===== src/rtl/lomuto_partition.sv =====
// lomuto_partition
//   Single-pass Lomuto partition engine for the quicksort controller.
//   A start pulse in IDLE captures a packed array of 4-bit unsigned elements
//   and an inclusive range [lo_ind, hi_ind]. The engine then partitions that
//   range around a[hi_ind], doing one comparison per cycle. It returns the
//   rearranged array, the final pivot index and a one-cycle part_valid strobe.
//
// Ports
//   clock          rising-edge clock
//   reset          synchronous, active-high
//   array_in       ARR_WIDTH x 4-bit elements, element k at [4k+3:4k]
//   start          request strobe, honoured only in IDLE
//   lo_ind/hi_ind  inclusive range bounds; hi_ind is also the pivot index
//   pivot_ind_in   reserved; has no effect
//   array_out      working array (registered)
//   part_valid     high for one cycle when array_out/pivot_ind_out are final
//   pivot_ind_out  final pivot position (registered)

module lomuto_partition #(
    parameter int ARR_WIDTH = 4
) (
    input  logic                   clock,
    input  logic                   reset,
    input  logic [ARR_WIDTH*4-1:0] array_in,
    input  logic                   start,
    input  logic [3:0]             lo_ind,
    input  logic [3:0]             hi_ind,
    input  logic [3:0]             pivot_ind_in,
    output logic [ARR_WIDTH*4-1:0] array_out,
    output logic                   part_valid,
    output logic [3:0]             pivot_ind_out
);

    typedef enum logic [1:0] {IDLE, SCAN, FINAL, DONE} state_t;

    state_t                      state_q, state_d;
    logic [ARR_WIDTH-1:0][3:0]   arr_q, arr_d, arr_in_w;
    logic [3:0]                  lo_q, lo_d, hi_q, hi_d, pv_q, pv_d;
    logic [3:0]                  i_q, i_d, j_q, j_d, pidx_q, pidx_d;
    logic [3:0]                  a_i, a_j, a_hi, in_hi;
    logic                        degen;

    // lo is kept only as captured state; the reserved pivot input has no effect.
    logic unused_sigs;
    assign unused_sigs = ^{pivot_ind_in, lo_q};

    assign arr_in_w = array_in;

    // Element read muxes, built as compare-and-select loops so the 4-bit
    // indices work for any ARR_WIDTH without out-of-range selects.
    always_comb begin
        a_i   = '0;
        a_j   = '0;
        a_hi  = '0;
        in_hi = '0;
        for (int k = 0; k < ARR_WIDTH; k++) begin
            if (4'(k) == i_q)    a_i   = arr_q[k];
            if (4'(k) == j_q)    a_j   = arr_q[k];
            if (4'(k) == hi_q)   a_hi  = arr_q[k];
            if (4'(k) == hi_ind) in_hi = arr_in_w[k];
        end
    end

    // The range is degenerate when it is empty or falls outside the array.
    // Indices are widened by one bit so the test also works for ARR_WIDTH = 16.
    assign degen = (lo_ind >= hi_ind) ||
                   ({1'b0, hi_ind} >= 5'(ARR_WIDTH)) ||
                   ({1'b0, lo_ind} >= 5'(ARR_WIDTH));

    always_comb begin
        state_d = state_q;
        arr_d   = arr_q;
        lo_d    = lo_q;
        hi_d    = hi_q;
        pv_d    = pv_q;
        i_d     = i_q;
        j_d     = j_q;
        pidx_d  = pidx_q;
        case (state_q)
            IDLE: begin
                if (start) begin
                    arr_d = arr_in_w;
                    lo_d  = lo_ind;
                    hi_d  = hi_ind;
                    pv_d  = in_hi;
                    i_d   = lo_ind;
                    j_d   = lo_ind;
                    if (degen) begin
                        pidx_d  = lo_ind;
                        state_d = DONE;
                    end else begin
                        state_d = SCAN;
                    end
                end
            end
            SCAN: begin
                // Equal elements go to the left side. When i == j both
                // writes target the same slot with the same value.
                if (a_j <= pv_q) begin
                    for (int k = 0; k < ARR_WIDTH; k++) begin
                        if (4'(k) == j_q) arr_d[k] = a_i;
                        if (4'(k) == i_q) arr_d[k] = a_j;
                    end
                    i_d = i_q + 4'd1;
                end
                j_d = j_q + 4'd1;
                if (j_q == hi_q - 4'd1) state_d = FINAL;
            end
            FINAL: begin
                for (int k = 0; k < ARR_WIDTH; k++) begin
                    if (4'(k) == hi_q) arr_d[k] = a_i;
                    if (4'(k) == i_q)  arr_d[k] = a_hi;
                end
                pidx_d  = i_q;
                state_d = DONE;
            end
            DONE:    state_d = IDLE;
            default: state_d = IDLE;
        endcase
    end

    always_ff @(posedge clock) begin
        if (reset) begin
            state_q <= IDLE;
            arr_q   <= '0;
            lo_q    <= '0;
            hi_q    <= '0;
            pv_q    <= '0;
            i_q     <= '0;
            j_q     <= '0;
            pidx_q  <= '0;
        end else begin
            state_q <= state_d;
            arr_q   <= arr_d;
            lo_q    <= lo_d;
            hi_q    <= hi_d;
            pv_q    <= pv_d;
            i_q     <= i_d;
            j_q     <= j_d;
            pidx_q  <= pidx_d;
        end
    end

    assign array_out     = arr_q;
    assign pivot_ind_out = pidx_q;
    assign part_valid    = (state_q == DONE);

endmodule


===== config.mk =====
export PLATFORM = sky130hd
export DESIGN_NAME = lomuto_partition
export DESIGN_NICKNAME = d
export VERILOG_FILES = /design/src/rtl/lomuto_partition.sv
export SDC_FILE = /design/constraint.sdc
export NUM_CORES = 1
export LEC_CHECK = 0
export CORE_MARGIN = 2
export CORE_UTILIZATION = 59
export CTS_BUF_LIST = sky130_fd_sc_hd__clkbuf_4 sky130_fd_sc_hd__clkbuf_8 sky130_fd_sc_hd__clkbuf_16
export CTS_CLUSTER_DIAMETER = 40
export DETAILED_ROUTE_END_ITERATION = 10
export GPL_TIMING_DRIVEN = 0
export PLACE_DENSITY = 0.86
export SLEW_MARGIN = 20
export SYNTH_ARGS = -nofsm -noshare
export SYNTH_HDL_FRONTEND = slang
export SYNTH_SLANG_ARGS = --single-unit

===== constraint.sdc =====
create_clock -name clock -period 8.5 [get_ports clock]
set_clock_uncertainty 0.15 [all_clocks]
set_input_delay 1.7 -clock clock [delete_from_list [all_inputs] [get_ports clock]]
set_output_delay 1.7 -clock clock [all_outputs]
set_load 0.01 [all_outputs]

==> out/qor.yml <==
status: "finished clean"
via_count: 3903
antenna_found_initial: 0
drc: 0
crit_fanout: 7
p_total_mw: 1.62
insertion_delay_ps: 290
synth-seq-area-share_pct: 22.3
dp_hpwl_mm: 9.45
synth_edf_count: 0
cellPowerDensity_mw_per_mm2: 402
port_buffers: 46
min-delay-start: "hi_q[3]"
finalNonFillerCells: 567
crit_type: "flop to flop"
power_leakage_nw: 1.53
min_path_cells: 2
synthAdderAreaFrac_pct: 9.17
synth.most_common_cell: "nand2_1"
cts_resized: 0
synthMuxAreaShare_pct: 3.82
wl_per_cell_um: 21.2
htreeDepth: 2
ys.flop_type: "dfxtp_1"
syn_area_mm2: 0.00341
worst_r2r_path_depth: 13
synth_top_family_by_area: "compound AO/OA/AOI/OAI gates"
synth_xor_area_share_pct: 1.80
die_x_um: 80.0
ys_async_sr_fraction_pct: 0
initial_utilization_pct: 61.6
grt_pass1_vias: 3741
layout_min_cycle_time_ps: 4110
postRouteAntennaNets: 0
ctsHoldBuffers: 0
wl_mm: 12.0
r2r_end: "array_out[13]"
synthTopCellsByCount: "nand2_1 (53), dfxtp_1 (38), a21oi_1 (36), nor2_1 (36), inv_1 (27)"
ioPinCount: 52
vias_per_cell: 6.88
yosysTopAreaCell: "dfxtp_1"
final_area_mm2: 0.00404
rows: 27
ys_warn_count: 0
yosysTopAreaCellShare_pct: 22.3
cts.sink_count: 38
cts_setup_buffers: 0
maxCapViolCount: 0
hold_end: "hi_q[3]"
crit_path_end_kind: "flop"
setup_violations: 0
arrival_ps: 4120
syn_nets: 499
clk_pin_slew_ps: 80
grt_pass1_wl_mm: 18.9
syn_avg_cell_area_um2: 7.70
grt_overflow: 0
netlist_instances: 443
rr_startpoint: "j_q[0]"
start_kind: "flop"
drt_iter0_drc: 533
coreArea_mm2: 0.00554
antenna_cells: 0
drtPass1Iterations: 5
cts_made_buffers: 5
synth-seq-cells: 38
placed_area_mm2: 0.00396
tightest_slew_ps: 691
maxSlewViolCount: 0
layout-drive-gt1-share_pct: 10.1
hold_path_class: "flop to flop"
max_freq_ghz: 0.243
gp_congestion: 1.02
min_period_over_period_pct: 48.4
synth_compound_area_share_pct: 32.5
tritoncts: "done"
rsz0062_at_grt: "false"
dieArea_mm2: 0.00640
globalRouteTotalUtil_pct: 38.7
ir_worst_vdd_mv: 0.287
dp.cells: 561
grt_max_degree: 11
yosys.cell_types.count: 62
syn_to_final_growth_pct: 18.6
nets: 552
max-slew-margin-rel_pct: 53.7
tns_ps: 0
max-clock-path-buffers: 2
die_h_um: 80.0
worstPathRequired_ps: 8510
worst-r2r-setup-slack_ps: 4390
yosys-top-cells-area: "dfxtp_1 (22%), ha_1 (9.2%), nand2_1 (5.8%)"
hold_viol: 0
synthSimpleGateAreaFrac_pct: 22.4
cts-root-buf: "clkbuf_8"
-- final cells by class --
cell class                 count  area (um^2)
buffer                        28          165
timing repair buffer          46          460
tap                           72         90.1
sequential                    38          761
clock buffer                   6         82.6
inverter                      29          109
fill                         460         1500
multi-input combinational    348         2380
-- registers in the layout, indices dropped and copies added, names as in the netlist --
signal / count
array_out: 16
pv_q: 4
j_q: 4
hi_q: 4
i_q: 4
state_q: 2
pivot_ind_out: 4
-- worst max-delay path: stages (launching register included) --
cell and delay [ps]:
dfxtp_1 510, inv_1 120, ha_1 320, nor2_1 270, o211ai_1 170, nand3_1 240, inv_1 70, ha_1 320
and4b_1 200, a211oi_2 280, o21ai_1 270, o21bai_1 300, a2111oi_0 640, nor3_1 110
-- layout by cell type (no fill, tap or decap), drive strengths merged, types with 14 or more instances in the layout --
master,count
a21oi,40
o21ai,19
clkdlybuf4s50,46
clkbuf,16
nor2,37
inv,29
a311oi,15
buf,18
ha,25
a211oi,18
dfxtp,38
nor3,14
nand2,53
-- routing by layer --
layer / share of wire (%) / track usage, % / routed length [um] / up-vias
met5: 0 / 0 / 0 / -
met4: 6.4 / 21.4 / 770 / 0
met3: 9.1 / 4.98 / 1090 / 70
met2: 46 / 65.0 / 5590 / 267
met1: 38 / 47.5 / 4580 / 1818
li1: - / - / - / 1748
-- power breakdown --
| group | switching [mW] | internal, mW |
|---|---|---|
| Combinational | 0.725 | 0.446 |
| Sequential | 0.0841 | 0.239 |
| Clock | 0.0670 | 0.0628 |
| Total | 0.876 | 0.748 |
-- kinds of logic (layout without fill, tap and decap cells) --
logic type / after synthesis / after routing
AND/OR/NAND/NOR: 158 / 158
AO/OA/AOI/OAI: 150 / 150
buffers and inverters: 57 / 109
flip-flops: 38 / 38
adder cells (fa/ha/maj): 25 / 25
multiplexers: 8 / 8
XOR/XNOR: 7 / 7
-- worst max path at each step --
stage                                   to  cells past startpoint  startpoint  slack (ps)
after global placement    pivot_ind_out[1]                      8   hi_ind[0]        4400
after detailed placement  pivot_ind_out[2]                      8   hi_ind[0]        4250
after global routing         array_out[14]                     13      j_q[0]        4150
final                        array_out[13]                     13      j_q[0]        4390
after floorplan           pivot_ind_out[0]                      8   lo_ind[0]        5290
after CTS                 pivot_ind_out[2]                      8   hi_ind[0]        4530
-- through the flow --
step	setup slack, ps	util (%)	hold slack [ps]
after floorplan	5290	-	312
after global placement	4400	71.5	330
after detailed placement	4250	71.5	341
after CTS	4530	73.0	352
after global routing	4150	73.0	391
final	4390	73.0	359
(Power assumes the default switching activity.)
